**src/rtl/cpu_clock_pkg.sv**
```systemverilog
// Shared constants for the CPU clock controller: mode/rate encodings, default timing
// and the auto-divider terminal count helper.
package cpu_clock_pkg;

  localparam logic MODE_AUTO = 1'b0;
  localparam logic MODE_STEP = 1'b1;

  typedef enum logic [1:0] {
    RATE_1HZ  = 2'd0,
    RATE_4HZ  = 2'd1,
    RATE_16HZ = 2'd2,
    RATE_64HZ = 2'd3
  } rate_e;

  localparam int unsigned DEFAULT_DEBOUNCE_CYCLES = 280000;
  localparam int unsigned DEFAULT_AUTO_DIV        = 14000000;

  // Each rate step is 4x faster; a half-period that shifts down to zero clamps to wrap every cycle.
  function automatic int unsigned auto_terminal(int unsigned div, rate_e rate);
    logic [2:0]  shamt;
    int unsigned half;
    shamt = {rate, 1'b0};
    half  = div >> shamt;
    return (half == 0) ? 0 : half - 1;
  endfunction

endpackage

```
**src/rtl/cpu_clock_ctrl_if.sv**
```systemverilog
// Board-facing bundle of the CPU clock controller: raw keys/switches in, CPU controls out.
interface cpu_clock_ctrl_if;

  logic       key_step_n;
  logic       key_rst_n;
  logic       sw_modo;
  logic [1:0] sw_rate;
  logic       clk_auto;
  logic       bt_step;
  logic       bt_rst;
  logic       clk_cpu;
  logic       cpu_tick;
  logic       rst_cpu;

  modport master (
    output key_step_n, key_rst_n, sw_modo, sw_rate,
    input  clk_auto, bt_step, bt_rst, clk_cpu, cpu_tick, rst_cpu
  );

  modport slave (
    input  key_step_n, key_rst_n, sw_modo, sw_rate,
    output clk_auto, bt_step, bt_rst, clk_cpu, cpu_tick, rst_cpu
  );

endinterface

```
**src/rtl/key_debounce.sv**
```systemverilog
// Synchronizes one raw active-low key and accepts a level change only after it has held
// steady for DEBOUNCE_CYCLES consecutive samples.
module key_debounce #(
  parameter int unsigned DEBOUNCE_CYCLES = cpu_clock_pkg::DEFAULT_DEBOUNCE_CYCLES,
  parameter int unsigned DB_W            = 19
) (
  input  logic clk,
  input  logic rst,
  input  logic key_n,
  output logic pressed
);

  localparam logic [DB_W-1:0] CntLast = DB_W'(DEBOUNCE_CYCLES - 1);

  logic [1:0]      sync_q;
  logic            stable_q, stable_d;
  logic [DB_W-1:0] cnt_q, cnt_d;
  logic            sample;

  always_ff @(posedge clk) begin
    if (rst) begin
      sync_q   <= 2'b11;
      stable_q <= 1'b0;
      cnt_q    <= '0;
    end else begin
      sync_q   <= {sync_q[0], key_n};
      stable_q <= stable_d;
      cnt_q    <= cnt_d;
    end
  end

  assign sample = ~sync_q[1];

  always_comb begin
    stable_d = stable_q;
    cnt_d    = '0;
    if (sample != stable_q) begin
      if (cnt_q == CntLast) begin
        stable_d = ~stable_q;
      end else begin
        cnt_d = cnt_q + 1'b1;
      end
    end
  end

  assign pressed = stable_q;

endmodule

```
**src/rtl/cpu_clock_ctrl.sv**
```systemverilog
// Generates the processor clock/step/reset controls from the board clock, keys and switches;
// the selected CPU clock is registered so mode changes never glitch.
module cpu_clock_ctrl
  import cpu_clock_pkg::*;
#(
  parameter int unsigned DEBOUNCE_CYCLES = DEFAULT_DEBOUNCE_CYCLES,
  parameter int unsigned AUTO_DIV        = DEFAULT_AUTO_DIV,
  parameter int unsigned CNT_W           = 24,
  parameter int unsigned DB_W            = 19
) (
  input logic              clk,
  input logic              rst,
  cpu_clock_ctrl_if.slave  bus
);

  logic             bt_step, bt_rst;
  logic [1:0]       modo_q;
  rate_e            rate_s1_q, rate_s2_q;
  logic [CNT_W-1:0] cnt_q, cnt_d, term;
  logic             clk_auto_q, clk_auto_d;
  logic             clk_cpu_q, clk_cpu_d;
  logic             clk_cpu_dly_q;
  logic             tick_q;
  logic             rst_cpu_q;

  key_debounce #(
    .DEBOUNCE_CYCLES(DEBOUNCE_CYCLES),
    .DB_W           (DB_W)
  ) u_db_step (
    .clk    (clk),
    .rst    (rst),
    .key_n  (bus.key_step_n),
    .pressed(bt_step)
  );

  key_debounce #(
    .DEBOUNCE_CYCLES(DEBOUNCE_CYCLES),
    .DB_W           (DB_W)
  ) u_db_rst (
    .clk    (clk),
    .rst    (rst),
    .key_n  (bus.key_rst_n),
    .pressed(bt_rst)
  );

  always_ff @(posedge clk) begin
    if (rst) begin
      modo_q        <= 2'b00;
      rate_s1_q     <= RATE_1HZ;
      rate_s2_q     <= RATE_1HZ;
      cnt_q         <= '0;
      clk_auto_q    <= 1'b0;
      clk_cpu_q     <= 1'b0;
      clk_cpu_dly_q <= 1'b0;
      tick_q        <= 1'b0;
      rst_cpu_q     <= 1'b1;
    end else begin
      modo_q        <= {modo_q[0], bus.sw_modo};
      rate_s1_q     <= rate_e'(bus.sw_rate);
      rate_s2_q     <= rate_s1_q;
      cnt_q         <= cnt_d;
      clk_auto_q    <= clk_auto_d;
      clk_cpu_q     <= clk_cpu_d;
      clk_cpu_dly_q <= clk_cpu_q;
      tick_q        <= clk_cpu_q & ~clk_cpu_dly_q;
      rst_cpu_q     <= bt_rst;
    end
  end

  // Compare with >= so a switch to a faster rate wraps at once instead of counting to overflow.
  always_comb begin
    term       = CNT_W'(auto_terminal(AUTO_DIV, rate_s2_q));
    cnt_d      = cnt_q + 1'b1;
    clk_auto_d = clk_auto_q;
    if (cnt_q >= term) begin
      cnt_d      = '0;
      clk_auto_d = ~clk_auto_q;
    end
  end

  always_comb begin
    clk_cpu_d = (modo_q[1] == MODE_STEP) ? bt_step : clk_auto_q;
  end

  assign bus.clk_auto = clk_auto_q;
  assign bus.bt_step  = bt_step;
  assign bus.bt_rst   = bt_rst;
  assign bus.clk_cpu  = clk_cpu_q;
  assign bus.cpu_tick = tick_q;
  assign bus.rst_cpu  = rst_cpu_q;

endmodule

```
**src/flat_wrapper.sv**
```systemverilog
// flat-port wrapper written by rule: the top's interface ports become plain ports
module cpu_clock_ctrl_flat import cpu_clock_pkg::*;
#(
  parameter int unsigned DEBOUNCE_CYCLES = DEFAULT_DEBOUNCE_CYCLES,
  parameter int unsigned AUTO_DIV        = DEFAULT_AUTO_DIV,
  parameter int unsigned CNT_W           = 24,
  parameter int unsigned DB_W            = 19
)
  (clk, rst, bus_key_step_n, bus_key_rst_n, bus_sw_modo, bus_sw_rate, bus_clk_auto, bus_bt_step, bus_bt_rst, bus_clk_cpu, bus_cpu_tick, bus_rst_cpu);
  cpu_clock_ctrl_if bus_i ();
  input logic clk;
  input logic rst;
  input wire logic [$bits(bus_i.key_step_n)-1:0] bus_key_step_n;
  input wire logic [$bits(bus_i.key_rst_n)-1:0] bus_key_rst_n;
  input wire logic [$bits(bus_i.sw_modo)-1:0] bus_sw_modo;
  input wire logic [$bits(bus_i.sw_rate)-1:0] bus_sw_rate;
  output wire logic [$bits(bus_i.clk_auto)-1:0] bus_clk_auto;
  output wire logic [$bits(bus_i.bt_step)-1:0] bus_bt_step;
  output wire logic [$bits(bus_i.bt_rst)-1:0] bus_bt_rst;
  output wire logic [$bits(bus_i.clk_cpu)-1:0] bus_clk_cpu;
  output wire logic [$bits(bus_i.cpu_tick)-1:0] bus_cpu_tick;
  output wire logic [$bits(bus_i.rst_cpu)-1:0] bus_rst_cpu;
  assign bus_i.key_step_n = bus_key_step_n;
  assign bus_i.key_rst_n = bus_key_rst_n;
  assign bus_i.sw_modo = bus_sw_modo;
  assign bus_i.sw_rate = bus_sw_rate;
  assign bus_clk_auto = bus_i.clk_auto;
  assign bus_bt_step = bus_i.bt_step;
  assign bus_bt_rst = bus_i.bt_rst;
  assign bus_clk_cpu = bus_i.clk_cpu;
  assign bus_cpu_tick = bus_i.cpu_tick;
  assign bus_rst_cpu = bus_i.rst_cpu;
  cpu_clock_ctrl #(.DEBOUNCE_CYCLES(DEBOUNCE_CYCLES), .AUTO_DIV(AUTO_DIV), .CNT_W(CNT_W), .DB_W(DB_W)) u_core (.clk(clk), .rst(rst), .bus(bus_i));
endmodule
```
**config.mk**
```make
export PLATFORM = sky130hd
export DESIGN_NAME = cpu_clock_ctrl_flat
export DESIGN_NICKNAME = d
export VERILOG_FILES = /design/src/rtl/cpu_clock_pkg.sv /design/src/rtl/cpu_clock_ctrl_if.sv /design/src/rtl/key_debounce.sv /design/src/rtl/cpu_clock_ctrl.sv /design/src/flat_wrapper.sv
export SDC_FILE = /design/constraint.sdc
export NUM_CORES = 1
export LEC_CHECK = 0
export CAP_MARGIN = 20
export CORE_MARGIN = 8
export CORE_UTILIZATION = 50
export DETAILED_ROUTE_END_ITERATION = 12
export DONT_BUFFER_PORTS = 1
export GPL_TIMING_DRIVEN = 0
export PLACE_DENSITY_LB_ADDON = 0.1
export SETUP_SLACK_MARGIN = 0.5
export SLEW_MARGIN = 20
export SYNTH_ARGS = -nofsm -noshare
export SYNTH_HDL_FRONTEND = slang
export SYNTH_SLANG_ARGS = --single-unit
```
**constraint.sdc**
```tcl
create_clock -name clk -period 2.4 [get_ports clk]
set_input_delay 0.72 -clock clk [delete_from_list [all_inputs] [get_ports clk]]
set_output_delay 0.72 -clock clk [all_outputs]
set_load 0.01 [all_outputs]
```
======== After elaboration in Yosys (flattened, before gate mapping) ========
Cells that the tools add are included.
word-level totals
  input port bits ......................... 7
  word-level logic and storage cells ...... 42
  flip-flop bits (word level) ............. 79
  output and inout bits ................... 6
operators by class
  bitwise operators ....................... 9
  muxes and demuxes ....................... 2
  add/sub/neg operators ................... 4
  shift operators ......................... 1
  magnitude comparators ................... 1
  reduce and logical (&&, ||, !) cells .... 6
  equality and inequality tests ........... 4
operators by type and width
  kind                                                count
  adder 19 x 1 -> 19 bit, second input constant       2
  == test 19 bit, second input constant               2
  logical NOT 32 bit                                  1
  right shift 24 x 3 -> 32 bit, first input constant  1
  adder 24 x 1 -> 24 bit, second input constant       1
  greater-or-equal comparator 24 bit                  1
  two-way mux 24 bit                                  1
  subtractor 24 x 1 -> 24 bit, second input constant  1
  inverter 1 bit                                      8
  OR reduction 3 bit                                  2
  AND reduction 2 bit                                 2
  != test 1 bit                                       2
  OR reduction 2 bit                                  1
  bitwise AND 1 bit                                   1
  two-way mux 1 bit                                   1

======== Depth between registers and ports, before layout ========
Gate-level depths: netlist of run 1.
  word-level depth ........................ 5
  mapped depth ............................ 12
  gate-level depth less buffers ........... 11

======== Cells and area by module ========
A second synthesis of run 1 with hierarchy kept.
second synthesis, totals
  cell total of the unflattened synthesis .. 436
  area total of the unflattened synthesis .. 4032.6 um^2
by module, submodules not included
  module          cells each  sequential area each (um^2)  instances  area each (um^2)
  cpu_clock_ctrl  220         700.7                        1          2040.7
  key_debounce    108         440.4                        2          996.0

======== Worst setup path before layout of run 1 ========
OpenSTA, ideal clock, no wires.
  path kind ............................... register to register
  from .................................... register u_core.rate_s2_q[1]
  to ...................................... register u_core.cnt_q[10]
  cell stages (with the launch flop) ...... 12
  slack ................................... 0.024 ns
  buffers on the path ..................... 2
  setup time .............................. 0.117 ns
  arrival time ............................ 2.259 ns
  clock period less this slack ............ 2.376 ns
  required time ........................... 2.283 ns
  cells stage by stage .................... dfxtp_1 inv_1 ha_1 ha_1 clkbuf_1 ha_1 nand4_1 nor4_1 a22oi_1 nand4b_1 buf_2 nor2_1
between the ends
  longest elaborated chain between the ends .. 5
  elaborated cells between the ends (all ways) .. 6
  classes of those cells .................. add/sub: 1; order compare: 1; shift: 1; mux: 1; reduce/logical: 2
RTL lines
  item                                                               RTL line              source
  from (decl)                                                        cpu_clock_ctrl.sv:18  rate_e rate_s1_q, rate_s2_q;
  from (signal assigned)                                             cpu_clock_ctrl.sv:60  rate_s2_q <= rate_s1_q;
  right shift 24 x 3 -> 32 bit *                                     cpu_clock_pkg.sv:23   half = div >> shamt;
  subtractor 24 x 1 -> 24 bit or logical NOT 32 bit (tied branches)  cpu_clock_pkg.sv:24   return (half == 0) ? 0 : half - 1;
  two-way mux 24 bit *                                               cpu_clock_pkg.sv:24
  greater-or-equal comparator 24 bit *                               cpu_clock_ctrl.sv:75  if (cnt_q >= term) begin
  OR reduction 2 bit (no line) *                                     --
  to (signal assigned)                                               cpu_clock_ctrl.sv:61  cnt_q <= cnt_d;
  to (decl)                                                          cpu_clock_ctrl.sv:19  logic [CNT_W-1:0] cnt_q, cnt_d, term;
Mark *: on every way between the ends. The rest lies on a longest branch, timed or not.
A chain may end at the register's enable or synchronous reset.

======== Final worst setup path of run 1 ========
Same ends and word-level chain as after synthesis.

==> results.toml, run 1 <==
[status]
outcome = "complete, no violations"

[floorplan]
dieArea_um2 = 10600
dieHeight_um = 103
die_w_um = 103
ioPinCount = 13
start_util_pct = 51.9
num_rows = 31
core_um2 = 7290

[cells_and_area]
antenna_cells = 0
register_area_um2 = 1590
multi_input_area_um2 = 2220
area.growth.synth_to_final_pct = 15.2
nets = 483
fill_cells = 676
fin_cells = 547
drive_gt1_share_pct = 16.7

[pwr]
ir_drop_mv = 0.392
power.leakage_nw = 1.57
powerDensity_nw_per_um2 = 555

[yosys]
avgSynthCellArea_um2 = 8.97
ys_warn_count = 0
ys_ff_latch = 79
synth_xor_xnor_area_share_pct = 13.4
yosys.area_share.adder_pct = 10.9
syn_inst = 422
synth_top_family_by_area = "simple AND/OR/NAND/NOR gates"
synthesis.nets = 462
synth_compound_area_share_pct = 3.31
synth_area_leader_cell = "dfxtp_1"
synth.yosys.seq_area_share_pct = 41.8
yosysUniqueCellTypes = 38
synth_area_um2 = 3780
synth.area.top_cells = "dfxtp_1 42%, ha_1 11%, xor2_1 7.9%"
synth_enable_flop_cells = 0
async_reset_ff_share_pct = 0
synth_top_area_share_pct = 41.8
synthMuxAreaShare_pct = 0.264
synth-main-ff-cell = "dfxtp_1"
synthSimpleGateAreaFrac_pct = 27.3

[clock_network]
clk_pin_slew_worst_paths_ps = 90
insertion_delay_ps = 360
cts_tree = "built"
cts.htree.levels = 3
cts.sinks = 79
cts_buffer_depth = 2
cts.root.buffer_cell = "clkbuf_8"
cts_buffers = 9

[sta]
slew_headroom_pct = 46.1
setup_tns_ps = 0
skew_ps = 11.1
setup_violations = 0
tightest_slew_ps = 801
hold_viol = 0
maxSlewViolCount = 0
rsz0062_at_grt = "yes"
fmax_ghz = 0.422
min_period_over_period_pct = 98.7
timing.final.ws_setup_ps = 31.9
period_needed_ps = 2370

[place]
io_buffers = 0
dpl.hpwl_um = 5160
pre_cts_ws_ps = -79.4
numPlacedInstances = 521
gp_congestion = 0.771

[detailed_routing]
first_pass_iters = 4
via_per_inst = 5.23
wl_per_cell_um = 13.2
drc_errors = 0
ant_nets = 0
drt_iter0_markers = 70
routed_wl_um = 7230
vias = 2860

[critical_path]
crit_arrival_ps = 2620
worstPathMaxFanout = 5
required_ps = 2650
worst_setup_path_start_kind = "register"
crit_type = "register to register"
cp-end-kind = "register"

[global_route]
grt.total_usage_pct = 15.5
grt-ovfl-total = 0
grt_pass1_wl_um = 13000
grt_max_degree = 17
grt_pass1_vias = 2813
antenna_found_initial = 0

[min_path]
min-delay-path-class = "register to register"

[run]
maxCapViolCount = 0
-- report_power, final --
part	switching [mW]	internal, mW	total, mW	leakage, nW
clock network	0.543	0.430	0.973	0.101
registers	0.0138	1.32	1.34	0.642
logic	0.0566	0.0528	0.109	0.826
-- cell families after synthesis --
kind of cell,Yosys count
AOI/OAI and AO/OA,21
xor gates and xnor gates,58
adders and majority gates,33
buffers and inverters,26
DFF,79
muxes,1
and+or+nand+nor,204
-- cell usage in the layout, fill, tap and decap left out, drive strengths merged --
cell type	Yosys	layout
a211oi	3	3
a21oi	10	10
a221oi	1	1
a22oi	1	1
a31o	1	1
and2	4	4
and3	6	6
and4	7	7
buf	7	16
clkbuf	4	15
dfxtp	79	79
ha	33	33
inv	15	21
mux2i	1	1
nand2	24	24
nand2b	1	1
nand3	22	22
nand4	26	26
nand4b	1	1
nor2	77	77
nor2b	8	8
nor3	11	11
nor4	5	5
nor4b	3	3
o211ai	1	1
o21ai	4	4
or2	6	6
or3	1	1
or4	2	2
xnor2	24	24
xor2	34	34
-- metrics by stage --
step | power, mW | util [%] | hold slack (ps) | area (µm²)
global placement | 1.46 | 55.2 | 374 | 4020
floorplan | 1.44 | - | 367 | 3900
finish | 2.42 | 59.8 | 388 | 4360
CTS | 2.45 | 58.8 | 392 | 4290
detailed placement | 1.46 | 55.2 | 383 | 4020
global route | 2.53 | 59.8 | 389 | 4360
-- path summary, 6_finish.rpt --
path / start / end / slack, ps / cells after the start
setup / recovery: u_core.rate_s2_q[1]$_SDFF_PP0_ / u_core.cnt_q[10]$_SDFF_PP0_ / 30 / 13
hold reg to reg: u_core.clk_cpu_dly_q$_SDFF_PP0_ / u_core.bus.cpu_tick$_SDFF_PP0_ / 390 / 1
hold / removal: u_core.clk_cpu_dly_q$_SDFF_PP0_ / u_core.bus.cpu_tick$_SDFF_PP0_ / 390 / 1
setup reg to reg: u_core.rate_s2_q[1]$_SDFF_PP0_ / u_core.cnt_q[10]$_SDFF_PP0_ / 30 / 13
-- timing repair --
item | CTS | global route
hold buffers | 0 | 0
endpoints found under the setup margin | 25 | 45
buffers inserted | 6 | 2
pin swaps | 3 | 2
cloned | 2 | 0
gates resized for setup | 5 | 21
-- worst max-delay path: stages (launching register included) --
cell and delay (ps):
dfxtp_4 380, inv_6 80, ha_4 150, inv_2 40
ha_4 140, clkbuf_1 90, ha_1 290, nand4_1 130
nor4_2 240, o211ai_1 190, nand4b_1 210, buf_6 150
buf_6 110, nor2_1 40
-- synthesized netlist by cell type (all sizes together) (7+ instances only) --
library cell / instances
xor2: 34
nand3: 22
dfxtp: 79
inv: 15
ha: 33
nand2: 24
buf: 7
xnor2: 24
nor2: 77
nand4: 26
a21oi: 10
nor3: 11
nor2b: 8
and4: 7
-- sequential cells by signal, summed over array words and instances, names as in the netlist, 2 cells and up --
| name | flops |
|---|---|
| u_core.u_db_step.sync_q | 2 |
| u_core.rate_s1_q | 2 |
| u_core.cnt_q | 24 |
| u_core.u_db_rst.cnt_q | 19 |
| u_core.u_db_rst.sync_q | 2 |
| u_core.u_db_step.cnt_q | 19 |
| u_core.rate_s2_q | 2 |
| u_core.modo_q | 2 |
-- cell type report --
cell class | count | area share (%)
Timing Repair Buffer | 10 | 2.07
Sequential cell | 79 | 36.5
Tap cell | 99 | 2.84
Inverter | 15 | 1.58
Buffer | 11 | 1.69
Clock inverter | 6 | 1.26
Clock buffer | 10 | 3.16
Multi-Input combinational cell | 317 | 50.9
-- metal layers --
metal  track usage, %  wire (µm)
met1             18.7       3400
met5                0          0
met4             7.56        205
met3             4.25        262
met2             24.7       3360
(Power assumes the default switching activity.)
==> run 2: changes to the inputs <==
--- a/config.mk
+++ b/config.mk
@@ -11,6 +11,7 @@
 export DETAILED_ROUTE_END_ITERATION = 12
 export DONT_BUFFER_PORTS = 1
 export GPL_TIMING_DRIVEN = 0
+export HOLD_SLACK_MARGIN = 0.1
 export PLACE_DENSITY_LB_ADDON = 0.1
 export SETUP_SLACK_MARGIN = 0.5
 export SLEW_MARGIN = 20
==> results of run 2 <==
Same layout as run 1: the final DEF is identical, and so are final timing and power.
==> run 3: changes to the inputs <==
--- a/config.mk
+++ b/config.mk
@@ -7,7 +7,7 @@
 export LEC_CHECK = 0
 export CAP_MARGIN = 20
 export CORE_MARGIN = 8
-export CORE_UTILIZATION = 50
+export CORE_UTILIZATION = 55
 export DETAILED_ROUTE_END_ITERATION = 12
 export DONT_BUFFER_PORTS = 1
 export GPL_TIMING_DRIVEN = 0
==> run 3 against run 2 <==
  * Worst setup slack better by 74 ps
  * Clock-buffer cell count stayed put
  * Largest cell class unchanged
  * First-iteration DRC count is 11% higher
  * Combinational power is 4% higher
  * Critical path depth stayed put
  * Cell area is 0.11% lower
  * Die area is 7.7% lower
  * Clock skew is 2.0 ps lower
  * Global-route usage hardly changed
==> results.toml, run 3 (synthesis results as in run 1) <==
[pwr]
powerDensity_nw_per_um2 = 551
combinationalPowerShare_pct = 4.7
power_mw = 2.40
power.internal_mw = 1.85
clock_power_share_pct = 39.7
power_frac_seq_pct = 55.7
p_sw_mw = 0.547
ir_drop_mv = 0.376
power.leakage_nw = 1.57
power.share.switching_pct = 22.8

[sta]
timing.final.ws_setup_ps = 106
fmax_ghz = 0.436
maxSlewViolCount = 0
period_needed_ps = 2290
tightest_slew_ps = 860
setup_violations = 0
skew_ps = 9.05
min_period_over_period_pct = 95.6
hold_viol = 0
setup_tns_ps = 0
rsz0062_at_grt = "yes"
worst_hold_slack_ps = 392
slew_headroom_pct = 42.2

[critical_path]
worstPathMaxFanout = 5
required_ps = 2640
crit_buf_inv = 5
cp_cell_sequence = "inv_6 -> ha_4 -> inv_2 -> ha_4 -> clkbuf_1 -> ha_1 -> nand4_1 -> nor4_4 -> o211ai_1 -> nand4b_1 -> buf_4 -> buf_6 -> nor2_1"
path_common_cell = "ha_4"
crit_type = "register to register"
cp_top_family = "simple AND/OR/NAND/NOR gates"
cpMaxStageDelayCell = "dfxtp_4"
crit_arrival_ps = 2530
cp-end-kind = "register"
crit_path_max_incr_delay_ps = 370
worst_setup_path_start_kind = "register"

[cells_and_area]
drive_gt1_share_pct = 18.3
area.growth.synth_to_final_pct = 15.1
antenna_cells = 0
reg.largest.list = "u_core.cnt_q: 24 flops, u_core.u_db_rst.cnt_q: 19 flops, u_core.u_db_step.cnt_q: 19 flops"
mostFrequentLayoutCells = "74 x dfxtp_1, 61 x nor2_1, 34 x xor2_1"
mostFrequentLayoutCell = "dfxtp_1"
largest_reg_flops = 24
fill_cells = 559
regMostFlops = "u_core.cnt_q"
nets = 483

[clock_network]
cts_hold_buf = 0
cts_buffer_depth = 2
cts_buffers = 9
cts.root.buffer_cell = "clkbuf_8"
insertion_delay_ps = 350
cts_tree = "built"
cts.sinks = 79
clk_pin_slew_worst_paths_ps = 80
cts.htree.levels = 3

[floorplan]
dieArea_um2 = 9790
start_util_pct = 56.3
ioPinCount = 13
core_um2 = 6720
num_rows = 30
dieHeight_um = 99.0
die_w_um = 99.0

[detailed_routing]
ant_nets = 0
routed_wl_um = 7000
wl_per_cell_um = 13.3
drc_errors = 0
via_per_inst = 5.37
vias = 2834
first_pass_iters = 4
drt_iter0_markers = 78

[place]
gp_congestion = 0.816
io_buffers = 0
dpl.hpwl_um = 5040
pre_cts_ws_ps = -16.9

[global_route]
grt.total_usage_pct = 15.5
grt_max_degree = 14
grt_pass1_wl_um = 12500
grt-ovfl-total = 0
grt_pass1_vias = 2772
antenna_found_initial = 0

[status]
outcome = "complete, no violations"

[min_path]
min-delay-path-class = "register to register"

[run]
maxCapViolCount = 0
## run 3: worst paths after layout
| kind | cells past startpoint | slack (ps) | end | from |
|---|---|---|---|---|
| max | 13 | 110 | u_core.cnt_q[20]$_SDFF_PP0_ | u_core.rate_s2_q[0]$_SDFF_PP0_ |
| min | 1 | 390 | u_core.bus.cpu_tick$_SDFF_PP0_ | u_core.clk_cpu_dly_q$_SDFF_PP0_ |
| max reg2reg | 13 | 110 | u_core.cnt_q[20]$_SDFF_PP0_ | u_core.rate_s2_q[0]$_SDFF_PP0_ |
| min reg2reg | 1 | 390 | u_core.bus.cpu_tick$_SDFF_PP0_ | u_core.clk_cpu_dly_q$_SDFF_PP0_ |
## run 3: area by class of cell
| class | instances | area, µm² | share of cell area (%) |
|---|---|---|---|
| Tap cell | 80 | 100 | 2.30 |
| Clock inverter | 6 | 61.3 | 1.41 |
| Inverter | 15 | 68.8 | 1.58 |
| Sequential cell | 79 | 1590 | 36.6 |
| Clock buffer | 10 | 128 | 2.93 |
| Buffer | 11 | 73.8 | 1.69 |
| Multi-Input combinational cell | 317 | 2240 | 51.5 |
| Timing Repair Buffer | 10 | 86.3 | 1.98 |
## run 3: power by group through the flow
stage	Clock, mW	Combinational, mW	Sequential (mW)
2_1_floorplan	0	0.0751	1.36
3_3_place_gp	0	0.0907	1.37
3_5_place_dp	0	0.0936	1.37
4_1_cts	0.978	0.108	1.34
5_1_grt	1.03	0.127	1.34
6_report	0.952	0.113	1.34
## run 3: worst register-to-register path: cells and delay by family, from the launching register on
kind | cells | cell delay, ps
AND/OR/NAND/NOR | 4 | 580
buffers and inverters | 5 | 490
AO/OA/AOI/OAI | 1 | 190
flip-flops | 1 | 370
adder cells (fa/ha/maj) | 3 | 560
## run 3: per-stage QoR
stage	std cells	area [µm²]	util, %
6_report	528	4360	64.8
5_1_grt	528	4360	64.8
4_1_cts	527	4280	63.8
3_5_place_dp	502	4000	59.5
3_3_place_gp	502	4000	59.5
2_1_floorplan	422	3900	-
## run 3: routing by layer
layer,global-route usage (%),vias up,part of all wire [%]
li1,-,1488,-
met1,18.2,1302,47
met2,26.1,33,48
met3,3.95,11,3.2
met4,6.38,0,1.5
met5,0,-,0
## run 3: repair_timing
action                                  4_1_cts  5_1_grt
gates resized for setup                      11       23
setup buffers                                 7        1
endpoints found under the setup margin       25       45
pin swaps                                     5        1
endpoints found under the hold margin         0        0
gates cloned                                  2        0
